**config.mk**
```make
export PLATFORM = sky130hd
export DESIGN_NAME = dense_layer_seq
export DESIGN_NICKNAME = d
export VERILOG_FILES = /design/src/rtl/dense_layer_seq.sv
export SDC_FILE = /design/constraint.sdc
export NUM_CORES = 2
export LEC_CHECK = 0
export BUFFER_PORTS_ARGS = -buffer_cell sky130_fd_sc_hd__buf_2
export CORE_ASPECT_RATIO = 0.75
export CORE_MARGIN = 2
export CORE_UTILIZATION = 37
export CTS_CLUSTER_DIAMETER = 200
export CTS_CLUSTER_SIZE = 16
export DETAILED_ROUTE_END_ITERATION = 6
export GPL_TIMING_DRIVEN = 0
export PLACE_DENSITY_LB_ADDON = 0.15
export SLEW_MARGIN = 40
export SYNTH_ARGS = -nofsm -noshare
export SYNTH_HDL_FRONTEND = slang
export SYNTH_SLANG_ARGS = --single-unit
```
**constraint.sdc**
```tcl
create_clock -name clock -period 14.3 [get_ports clock]
set_clock_uncertainty 0.1 [all_clocks]
set_input_delay 1.43 -clock clock [delete_from_list [all_inputs] [get_ports clock]]
set_output_delay 1.43 -clock clock [all_outputs]
set_load 0.005 [all_outputs]
```
**src/rtl/dense_layer_seq.sv**
```systemverilog
// dense_layer_seq: time-multiplexed fully-connected layer; NUM_LANES signed MAC lanes walk the
// neuron groups in turn, weights streamed from a 1-cycle-latency memory. Optional per-neuron bias
// is enabled by defining DENSE_LAYER_SEQ_BIAS_EN.
module dense_layer_seq #(
    parameter int DATA_WIDTH  = 16,
    parameter int FRAC_BITS   = 8,
    parameter int NUM_INPUTS  = 16,
    parameter int NUM_NEURONS = 16,
    parameter int NUM_LANES   = 4,
    parameter int ACTIVATION  = 0,
    localparam int NUM_GROUPS = NUM_NEURONS / NUM_LANES,
    localparam int ADDR_W     = (NUM_GROUPS * NUM_INPUTS > 1) ? $clog2(NUM_GROUPS * NUM_INPUTS) : 1
) (
    input  logic                                    clock,
    input  logic                                    reset,
    input  logic                                    inputs_valid,
    output logic                                    inputs_ready,
    input  logic [NUM_INPUTS-1:0][DATA_WIDTH-1:0]   inputs,
    output logic [ADDR_W-1:0]                       weight_addr,
    input  logic [NUM_LANES*DATA_WIDTH-1:0]         weight_data,
`ifdef DENSE_LAYER_SEQ_BIAS_EN
    input  logic [NUM_NEURONS-1:0][DATA_WIDTH-1:0]  bias,
`endif
    output logic [NUM_NEURONS-1:0][DATA_WIDTH-1:0]  outputs,
    output logic                                    outputs_valid,
    input  logic                                    outputs_ready,
    output logic                                    busy
);

    localparam int DW    = DATA_WIDTH;
    localparam int ACC_W = 2 * DW + $clog2(NUM_INPUTS) + 1;
    localparam int CNT_W = $clog2(NUM_INPUTS + 1);
    localparam int IDX_W = (NUM_INPUTS > 1) ? $clog2(NUM_INPUTS) : 1;
    localparam int GRP_W = (NUM_GROUPS > 1) ? $clog2(NUM_GROUPS) : 1;

    localparam logic [CNT_W-1:0] CNT_DRAIN = CNT_W'(NUM_INPUTS);
    localparam logic [CNT_W-1:0] CNT_LAST_ADDR = CNT_W'(NUM_INPUTS - 1);
    localparam logic [GRP_W-1:0] GRP_LAST = GRP_W'(NUM_GROUPS - 1);

    localparam logic [DW-1:0] OUT_MAX = {1'b0, {(DW-1){1'b1}}};
    localparam logic [DW-1:0] OUT_MIN = {1'b1, {(DW-1){1'b0}}};
    localparam logic signed [ACC_W-1:0] ACC_MAX = {{(ACC_W-DW+1){1'b0}}, {(DW-1){1'b1}}};
    localparam logic signed [ACC_W-1:0] ACC_MIN = {{(ACC_W-DW+1){1'b1}}, {(DW-1){1'b0}}};
    localparam logic signed [DW+1:0] HS_HALF = $signed({{(DW+1){1'b0}}, 1'b1}) <<< (FRAC_BITS - 1);
    localparam logic signed [DW+1:0] HS_ONE  = $signed({{(DW+1){1'b0}}, 1'b1}) <<< FRAC_BITS;

    typedef enum logic [1:0] {ST_IDLE, ST_MAC, ST_WRITE, ST_DONE} state_t;

    state_t                                  state_q, state_d;
    logic [NUM_INPUTS-1:0][DW-1:0]           inputs_q, inputs_d;
    logic [CNT_W-1:0]                        cnt_q, cnt_d;
    logic [GRP_W-1:0]                        grp_q, grp_d;
    logic [ADDR_W-1:0]                       addr_q, addr_d;
    logic signed [ACC_W-1:0]                 acc_q [NUM_LANES];
    logic signed [ACC_W-1:0]                 acc_d [NUM_LANES];
    logic signed [ACC_W-1:0]                 acc_init_s [NUM_LANES];
    logic signed [2*DW-1:0]                  prod_s [NUM_LANES];
    logic [NUM_NEURONS-1:0][DW-1:0]          outputs_q, outputs_d;
    logic                                    valid_q, valid_d;
    logic                                    busy_q, busy_d;
    logic                                    ready_q, ready_d;
    logic [IDX_W-1:0]                        mac_idx_s;

    // Floor-shift the accumulator back to Q format and saturate to the output range.
    function automatic logic [DW-1:0] sat_shift(input logic signed [ACC_W-1:0] acc);
        logic signed [ACC_W-1:0] sh;
        sh = acc >>> FRAC_BITS;
        if (sh > ACC_MAX) sat_shift = OUT_MAX;
        else if (sh < ACC_MIN) sat_shift = OUT_MIN;
        else sat_shift = sh[DW-1:0];
    endfunction

    function automatic logic [DW-1:0] activate(input logic [DW-1:0] x);
        logic signed [DW+1:0] hs;
        hs = $signed({{2{x[DW-1]}}, x}) >>> 2;
        hs = hs + HS_HALF;
        case (ACTIVATION)
            0: activate = x[DW-1] ? '0 : x;
            1: activate = x;
            2: begin
                if (hs[DW+1]) activate = '0;
                else if (hs > HS_ONE) activate = HS_ONE[DW-1:0];
                else activate = hs[DW-1:0];
            end
            default: activate = x;
        endcase
    endfunction

    // The data returned this cycle belongs to the address issued one cycle earlier.
    assign mac_idx_s = IDX_W'(cnt_q - CNT_W'(1));

    // Per-lane signed products of the current input and its streamed weight.
    always_comb begin
        for (int l = 0; l < NUM_LANES; l++) begin
            prod_s[l] = $signed(inputs_q[mac_idx_s]) * $signed(weight_data[l*DW +: DW]);
        end
    end

`ifdef DENSE_LAYER_SEQ_BIAS_EN
    logic [GRP_W-1:0] init_grp_s;
    assign init_grp_s = (state_q == ST_WRITE) ? grp_q + GRP_W'(1) : '0;

    // Accumulator start value: bias of the group about to be computed, aligned to Q format.
    always_comb begin
        for (int l = 0; l < NUM_LANES; l++) acc_init_s[l] = '0;
        for (int n = 0; n < NUM_NEURONS; n++) begin
            if (n / NUM_LANES == int'(init_grp_s))
                acc_init_s[n % NUM_LANES] = ACC_W'($signed(bias[n])) <<< FRAC_BITS;
        end
    end
`else
    // Accumulator start value without bias.
    always_comb begin
        for (int l = 0; l < NUM_LANES; l++) acc_init_s[l] = '0;
    end
`endif

    // Next-state and datapath update for the sequencer.
    always_comb begin
        state_d   = state_q;
        inputs_d  = inputs_q;
        cnt_d     = cnt_q;
        grp_d     = grp_q;
        addr_d    = addr_q;
        acc_d     = acc_q;
        outputs_d = outputs_q;
        valid_d   = valid_q;
        case (state_q)
            ST_IDLE: begin
                valid_d = 1'b0;
                if (inputs_valid) begin
                    state_d  = ST_MAC;
                    inputs_d = inputs;
                    cnt_d    = '0;
                    grp_d    = '0;
                    addr_d   = '0;
                    acc_d    = acc_init_s;
                end else begin
                    state_d = ST_IDLE;
                end
            end
            ST_MAC: begin
                if (cnt_q != '0) begin
                    for (int l = 0; l < NUM_LANES; l++)
                        acc_d[l] = acc_q[l] + {{(ACC_W-2*DW){prod_s[l][2*DW-1]}}, prod_s[l]};
                end else begin
                    acc_d = acc_q;
                end
                if (cnt_q == CNT_DRAIN) begin
                    state_d = ST_WRITE;
                    cnt_d   = '0;
                end else begin
                    cnt_d = cnt_q + CNT_W'(1);
                    if (cnt_q < CNT_LAST_ADDR) addr_d = addr_q + ADDR_W'(1);
                    else addr_d = addr_q;
                end
            end
            ST_WRITE: begin
                for (int n = 0; n < NUM_NEURONS; n++) begin
                    if (n / NUM_LANES == int'(grp_q))
                        outputs_d[n] = activate(sat_shift(acc_q[n % NUM_LANES]));
                end
                acc_d = acc_init_s;
                if (grp_q == GRP_LAST) begin
                    state_d = ST_DONE;
                    addr_d  = '0;
                end else begin
                    state_d = ST_MAC;
                    grp_d   = grp_q + GRP_W'(1);
                    addr_d  = addr_q + ADDR_W'(1);
                end
            end
            ST_DONE: begin
                valid_d = 1'b1;
                if (valid_q && outputs_ready) begin
                    state_d = ST_IDLE;
                    valid_d = 1'b0;
                end else begin
                    state_d = ST_DONE;
                end
            end
            default: begin
                state_d = ST_IDLE;
                valid_d = 1'b0;
            end
        endcase
        busy_d  = (state_d == ST_MAC) || (state_d == ST_WRITE);
        ready_d = (state_d == ST_IDLE);
    end

    // State and datapath registers; reset aborts any vector in flight.
    always_ff @(posedge clock or negedge reset) begin
        if (!reset) begin
            state_q   <= ST_IDLE;
            inputs_q  <= '0;
            cnt_q     <= '0;
            grp_q     <= '0;
            addr_q    <= '0;
            for (int l = 0; l < NUM_LANES; l++) acc_q[l] <= '0;
            outputs_q <= '0;
            valid_q   <= 1'b0;
            busy_q    <= 1'b0;
            ready_q   <= 1'b1;
        end else begin
            state_q   <= state_d;
            inputs_q  <= inputs_d;
            cnt_q     <= cnt_d;
            grp_q     <= grp_d;
            addr_q    <= addr_d;
            acc_q     <= acc_d;
            outputs_q <= outputs_d;
            valid_q   <= valid_d;
            busy_q    <= busy_d;
            ready_q   <= ready_d;
        end
    end

    assign inputs_ready  = ready_q;
    assign weight_addr   = addr_q;
    assign outputs       = outputs_q;
    assign outputs_valid = valid_q;
    assign busy          = busy_q;

endmodule
```
======== Word-level counts from Yosys, hierarchy flattened ========
Index checks and enable logic that the tools add are counted.
word-level totals
  memory bits (writable) .................. 0
  flip-flop bits (word level) ............. 678
  bits in latches ......................... 0
  output and inout port bits .............. 265
  bits in read-only memories .............. 0
  memories ................................ 0
operators by class
  eq/ne operators ......................... 15
  multipliers ............................. 4
  muxes and demuxes ....................... 79
  reduce and logical (&&, ||, !) cells .... 19
  $add $sub $neg .......................... 8
  magnitude comparators ................... 10
  shifts and indexed selects .............. 0
  divide/modulo/power cells ............... 0
  bitwise operators ....................... 0
operators with widths
  operator                                                                         number
  16-bit two-way mux                                                               41
  148-bit case mux with 3 select lines                                             1
  148-bit two-way mux                                                              2
  15-bit two-way mux                                                               16
  37-bit adder                                                                     4
  16-bit by 16-bit multiplier with 32-bit output                                   4
  29-bit by 16-bit > comparator with 1-bit output (second input constant)          4
  29-bit by 16-bit less-than comparator with 1-bit output (second input constant)  4
  16-bit binary-select mux with 4-bit select                                       1
  6-bit two-way mux                                                                4
  6-bit case mux with 3 select lines                                               1
  2-bit AND reduction                                                              6
  2-bit two-way mux                                                                5
  5-bit two-way mux                                                                2
  2-bit != test (second input constant)                                            5
  5-bit case mux with 2 select lines                                               1
  2-bit equality test (second input constant)                                      4
  2-bit case mux with 4 select lines                                               1
  6-bit by 1-bit adder with 6-bit output (second input constant)                   1
  2-bit logical NOT                                                                3
  3-bit AND reduction                                                              2
  2-bit nonzero test                                                               3
  5-bit by 1-bit adder with 5-bit output (second input constant)                   1
  5-bit equality test (second input constant)                                      1
  other kinds (15)                                                                 18

======== Logic depth before layout (Yosys ltp) ========
  word-level depth ........................ 7
  mapped depth ............................ 48
  mapped depth without buffers ............ 40

======== Least setup slack after synthesis ========
No wires, ideal clock.
  path type ............................... register -> register
  start ................................... reg cnt_q[0]
  end ..................................... reg acc_q[147] (netlist bit)
  library setup time ...................... 0.132 ns
  stages on the path, launching flop included .. 45
  buffers on the path ..................... 8
  data required time ...................... 14.068 ns
  clock period less this slack ............ 11.681 ns
  data arrival time ....................... 11.449 ns
  path slack .............................. 2.619 ns
  cells stage by stage .................... dfrtp_1 > clkbuf_1 > clkbuf_1 > buf_1 > inv_1 > ha_1 > buf_2 > buf_1 > clkbuf_1 > mux4_2 > mux4_2 > clkbuf_1 > clkbuf_1 > and2_1 > fa_1 > inv_1 > fa_1 > fa_1 > [9 not listed] > a2111oi_0 > a21oi_1 > or3_1 > a21o_1 > a21oi_1 > xnor2_1 > ha_1 > and3_1 > a31oi_1 > o21ai_0 > a221o_1 > a41oi_1 > a311oi_1 > a221o_1 > a211oi_1 > xnor2_1 > mux2i_1 > o21ai_1
on the way
  word-level cells in the longest chain between the ends .. 7
  elaborated cells on any way between the ends .. 10
  those cells by class .................... add/sub (2); mul (1); eq/ne (1); mux (4); reduce/logical (2)
RTL lines
  item                                            RTL line  source
  from (decl)                                     51        logic [CNT_W-1:0] cnt_q, cnt_d;
  from (signal assigned)                          207       cnt_q <= cnt_d;
  4-bit by 1-bit subtractor with 4-bit output     90        assign mac_idx_s = IDX_W'(cnt_q - CNT_W'(1));
  16-bit binary-select mux with 4-bit select      95        prod_s[l] = $signed(inputs_q[mac_idx_s]) * $signed(weight_data[l*DW +: DW]);
  16-bit two-way mux (implied by the code)        95
  16-bit by 16-bit multiplier with 32-bit output  95
  37-bit adder                                    145       acc_d[l] = acc_q[l] + {{(ACC_W-2*DW){prod_s[l][2*DW-1]}}, prod_s[l]};
  148-bit two-way mux                             143       if (cnt_q != '0) begin
  148-bit case mux with 3 select lines            128       case (state_q)
  to (signal assigned)                            210       acc_q <= acc_d;
  to (decl)                                       54        logic signed [ACC_W-1:0] acc_q [NUM_LANES];
Parallel ways exist; a longest one is shown, timed or not. The select of a mux whose other input is x is not followed.
A chain may end at the register's enable or synchronous reset.

======== Worst setup path after layout ========
  start ................................... reg cnt_q[0]
  end ..................................... reg acc_q[35] (netlist bit)
The elaborated chain is that of the path after synthesis.

==> summary by stage <==
Global route
The global-route wire length before repair is approximately 380,000 um. Global routing used 25.8% of the available tracks. The number of global-route vias before repair is 56.5k. The remaining global-route overflow is 0. Entering global routing, the biggest net connects 98 pins. The initial antenna violation count is 100.

Clocking
The clock latency at the later pin of the worst-skew pair is just over 0.7 ns. The clock passes through at most 3 buffers. Clock tree synthesis selected as its root buffer the cell sky130_fd_sc_hd__clkbuf_16. For this design, the sink count on the clock tree is approximately 660. After clock tree synthesis, the clock-pin slew on the worst setup and hold paths is around 0.12 ns. The TritonCTS buffer count is 48. In this run the post-CTS setup repair buffer count came out at 0.

In this run the number of H-tree levels came out at 2. The TritonCTS clock tree is done.

Critical path
The library cell appearing most often on the critical path is sky130_fd_sc_hd__fa_1. Across all register-to-register paths, the minimum setup slack is 0.58 ns. The cell type of the slowest stage on the worst timing path is sky130_fd_sc_hd__a2111oi_2. The capturing point of the worst reg2reg path is acc_q[35]. Data on the critical path is required at its endpoint by about 15 ns. The kind of start point of the critical path is a register.

STA classifies the critical path endpoint as a register. In this run the worst path has a maximum fanout of 19. The start of the worst register-to-register path is cnt_q[0].

The biggest cell delay along the critical path is about 0.63 ns. Measured in cells, the most critical reg-to-reg path has a length of 42. The critical path class is register to register. The timing startpoint of the critical path is cnt_q[0]. Data on the critical path arrives at its endpoint at about 14 ns.

Timing
The final number of hold-violating endpoints is 0. Setup repair after global routing left no endpoint under its margin. The final critical-path required period is around 14 ns.

The final setup violation count is 0. For the pin with the worst max-slew slack, the measured transition is 0.950 ns. The worst pin sits at a relative slew slack of 36.7%. Of the available clock period, the critical path in the final layout requires 96.0%. The worst path meets setup with about 0.58 ns of slack. The final max-slew violation count is 0. For this run, the top clock speed supported by timing is 0.0729 GHz.

Logic synthesis
The number of distinct library cells after synthesis is 75. The proportion of synthesized flip-flops having asynchronous set or reset is between 90% and 100%. The portion of synthesized area spent on multiplexers is under 10%. The area share of the largest cell type after synthesis is 29.0%. The post-synthesis share of cell area spent on xor and xnor gates is 3.13%. Synthesis inferred 662 register bits. The gate count of the mapped netlist is between 7k and 8k. After synthesis, the cell types taking the most area are sky130_fd_sc_hd__fa_1, sky130_fd_sc_hd__dfrtp_1, sky130_fd_sc_hd__ha_1.

The combinational family with the most area after synthesis is adder cells. The post-synthesis cell area is roughly 73,000 sq um. The largest total area in the synthesized netlist belongs to sky130_fd_sc_hd__fa_1.

The compound-gate portion of the synthesized area is a little under a tenth. The register area share after synthesis is 22.8%. Each instance of the synthesized netlist takes up on average roughly 9.7 sq um. The dominant register cell in the synthesized netlist is sky130_fd_sc_hd__dfrtp_1.

The total of warnings raised by yosys is 0. Summing the areas of all and, or, nand and nor instances in the mapped netlist gives between 10% and 20% of the synthesized area. In this run, synthesis inferred 0 flip-flops with an integrated enable.

The adder and majority gate portion of the synthesized area is a little under two fifths.

Place
The estimated wirelength of the detail-placed design is 210,000 um. The number of placed instances with taps included is roughly 11k. In this run the tool buffered the top-level ports with between 500 and 600 buffer cells. Routability-driven placement finished with a final weighted congestion of between 0.9 and 1.

The placement-stage worst setup slack is -0.265 ns.

Finish
Fill cells in the final layout number between 15k and 20k. The area overhead of the layout relative to synthesis is 11.9%. The total area of multi-input combinational cells is 50,300 sq um. Cells with a size suffix above 1 make up 14.5% of the layout. The area of all sequential standard cells is 16,600 sq um. The final layout net count is ~10k.

The final cell count without fillers is between 10k and 15k.

Hold path
The class of the worst hold path is register to register. The startpoint of the worst hold path is outputs[216]. The worst hold path depth is 2. The worst hold endpoint is outputs[216].

Floorplanning
The die covers approximately 200,000 sq um. The area of the placeable core is 195,000 sq um. Pin placement for this block handled approximately 590 I/O pins.

The die is 516 um wide. The starting utilization of the core area is a little under two fifths. The number of core rows is 140.

The y dimension of the die is between 300 and 400 um.

Route
The total vias in the final route is around 56k. The wire length reported by the detailed router is 256,000 um. For this run, design rule violations remaining after detail routing come to 0. The detail route stage leaves a number of antenna-violating nets equal to 0.

For this block, the initial DRC count from the detailed router was ~4.3k. Dividing the detail-routed wire length by the instance count gives 23.7 um. The first detailed-routing pass took 5 iterations. After detailed routing, the number of vias per cell comes to about 5.1.

Status
The flow ran to the end, and the final reports show no timing, DRC or antenna violations.

Run
Across the run, the number of max-cap violations was 0.
-- per-stage QoR --
step                hold WS, ns  area (sq um)  util [%]  setup TNS [ns]
floorplan                 0.345         72700         -               0
global placement          0.356         78900      40.5        -2232.24
detailed placement        0.366         79800      41.0          -0.857
CTS                       0.382         81200      41.7               0
global route              0.398         81300      41.8               0
finish                    0.378         81300      41.8               0
-- area by class of cell --
cell class | instances | share of cell area, %
antenna | 50 | 0.154
buffer | 336 | 1.82
clock buffer | 57 | 1.53
clock inverter | 5 | 0.132
inverter | 1249 | 5.76
multi-input combinational | 5220 | 61.8
sequential | 662 | 20.4
tap | 2627 | 4.04
timing repair buffer | 602 | 4.36
-- cells in the mapped netlist, types with 9 or more instances --
library cell / number
sky130_fd_sc_hd__dfrtp_1: 661
sky130_fd_sc_hd__a211o_1: 10
sky130_fd_sc_hd__mux4_2: 80
sky130_fd_sc_hd__a211oi_1: 22
sky130_fd_sc_hd__o21bai_1: 25
sky130_fd_sc_hd__xor2_1: 85
sky130_fd_sc_hd__a21o_1: 114
sky130_fd_sc_hd__buf_1: 9
sky130_fd_sc_hd__o21a_1: 41
sky130_fd_sc_hd__a21oi_1: 444
sky130_fd_sc_hd__o31ai_1: 29
sky130_fd_sc_hd__nand3_1: 46
sky130_fd_sc_hd__a31o_2: 9
sky130_fd_sc_hd__nor2_1: 341
sky130_fd_sc_hd__a31oi_1: 22
sky130_fd_sc_hd__nor3_1: 42
sky130_fd_sc_hd__or3_1: 9
sky130_fd_sc_hd__and2_1: 513
sky130_fd_sc_hd__inv_1: 1249
sky130_fd_sc_hd__o211ai_1: 14
sky130_fd_sc_hd__nand2_1: 806
sky130_fd_sc_hd__and3_1: 33
sky130_fd_sc_hd__mux2_2: 256
sky130_fd_sc_hd__nor2b_1: 26
sky130_fd_sc_hd__or2_2: 12
sky130_fd_sc_hd__clkbuf_1: 311
sky130_fd_sc_hd__o21ai_0: 313
sky130_fd_sc_hd__nand4_1: 12
sky130_fd_sc_hd__buf_4: 16
sky130_fd_sc_hd__ha_1: 489
sky130_fd_sc_hd__nand2b_1: 60
sky130_fd_sc_hd__nor4_1: 14
sky130_fd_sc_hd__fa_1: 1052
sky130_fd_sc_hd__xnor2_1: 175
-- flip-flops by register name (all words and copies together), names as in the netlist, 2 cells and up --
signal / flops
outputs: 240
state_q: 2
grp_q: 2
acc_q: 148
weight_addr: 6
cnt_q: 5
inputs_q: 256
-- repair_timing --
| action | CTS | global route |
|---|---|---|
| resized for setup | 1 | 7 |
| gates cloned | 0 | 0 |
| endpoints found under the setup margin | 4 | 5 |
| hold buffers | 0 | 0 |
-- kinds of logic after synthesis --
| kind of cell | count (synthesis) |
|---|---|
| other | 1 |
| adders and majority gates | 1541 |
| muxes | 340 |
| AOI/OAI and AO/OA | 1129 |
| DFF | 662 |
| xor gates and xnor gates | 260 |
| buffers and inverters | 1587 |
| and+or+nand+nor | 1934 |
-- cells in the final DEF (no fill, tap or decap), drive strengths merged, types with 7 or more instances in the layout --
cell type,instances
mux2,256
o21a,41
and2,513
diode,50
inv,1252
mux4,80
o2111ai,7
nor2,341
xnor2,175
a211o,10
a211oi,22
or3,9
nand2b,60
or2,12
nand4,12
a41oi,8
a31o,9
a21oi,444
o21bai,25
nor2b,26
conb,16
xor2,85
ha,489
a31oi,23
nor3,42
nor4,15
buf,629
o31ai,30
fa,1052
a21o,114
clkbuf,366
nand3,46
dfrtp,661
o211ai,14
o21ai,315
and3,33
a2111oi,8
nand2,806
-- worst max path at each step --
stage	end	slack, ns	depth (start not counted)
finish	acc_q[35]	0.58	42
global route	acc_q[147]	0.01	43
detailed placement	acc_q[147]	-0.26	43
CTS	acc_q[35]	0.43	42
floorplan	acc_q[147]	2.62	44
global placement	outputs[71]	-3.60	1
-- worst max-delay path: cells and delay by family, from the launching register on --
family / cells / cell delay [ns]
fa+ha+maj: 9 / 3.93
buf+inv: 13 / 3.47
compound gates: 10 / 3.20
simple gates: 7 / 1.41
mux: 2 / 1.01
flops: 1 / 0.36
xor+xnor: 1 / 0.16
-- routing by layer --
layer / up-vias / global-route usage (%) / wire, um
li1: 25000 / - / -
met1: 28300 / 38.4 / 119000
met2: 1862 / 37.5 / 108000
met3: 340 / 6.27 / 22400
met4: 44 / 5.94 / 6570
met5: - / 0 / 277
Power is left out: the tool's default activity adds up to more than one toggle a clock period on the data nets, which glitch-free logic cannot reach.
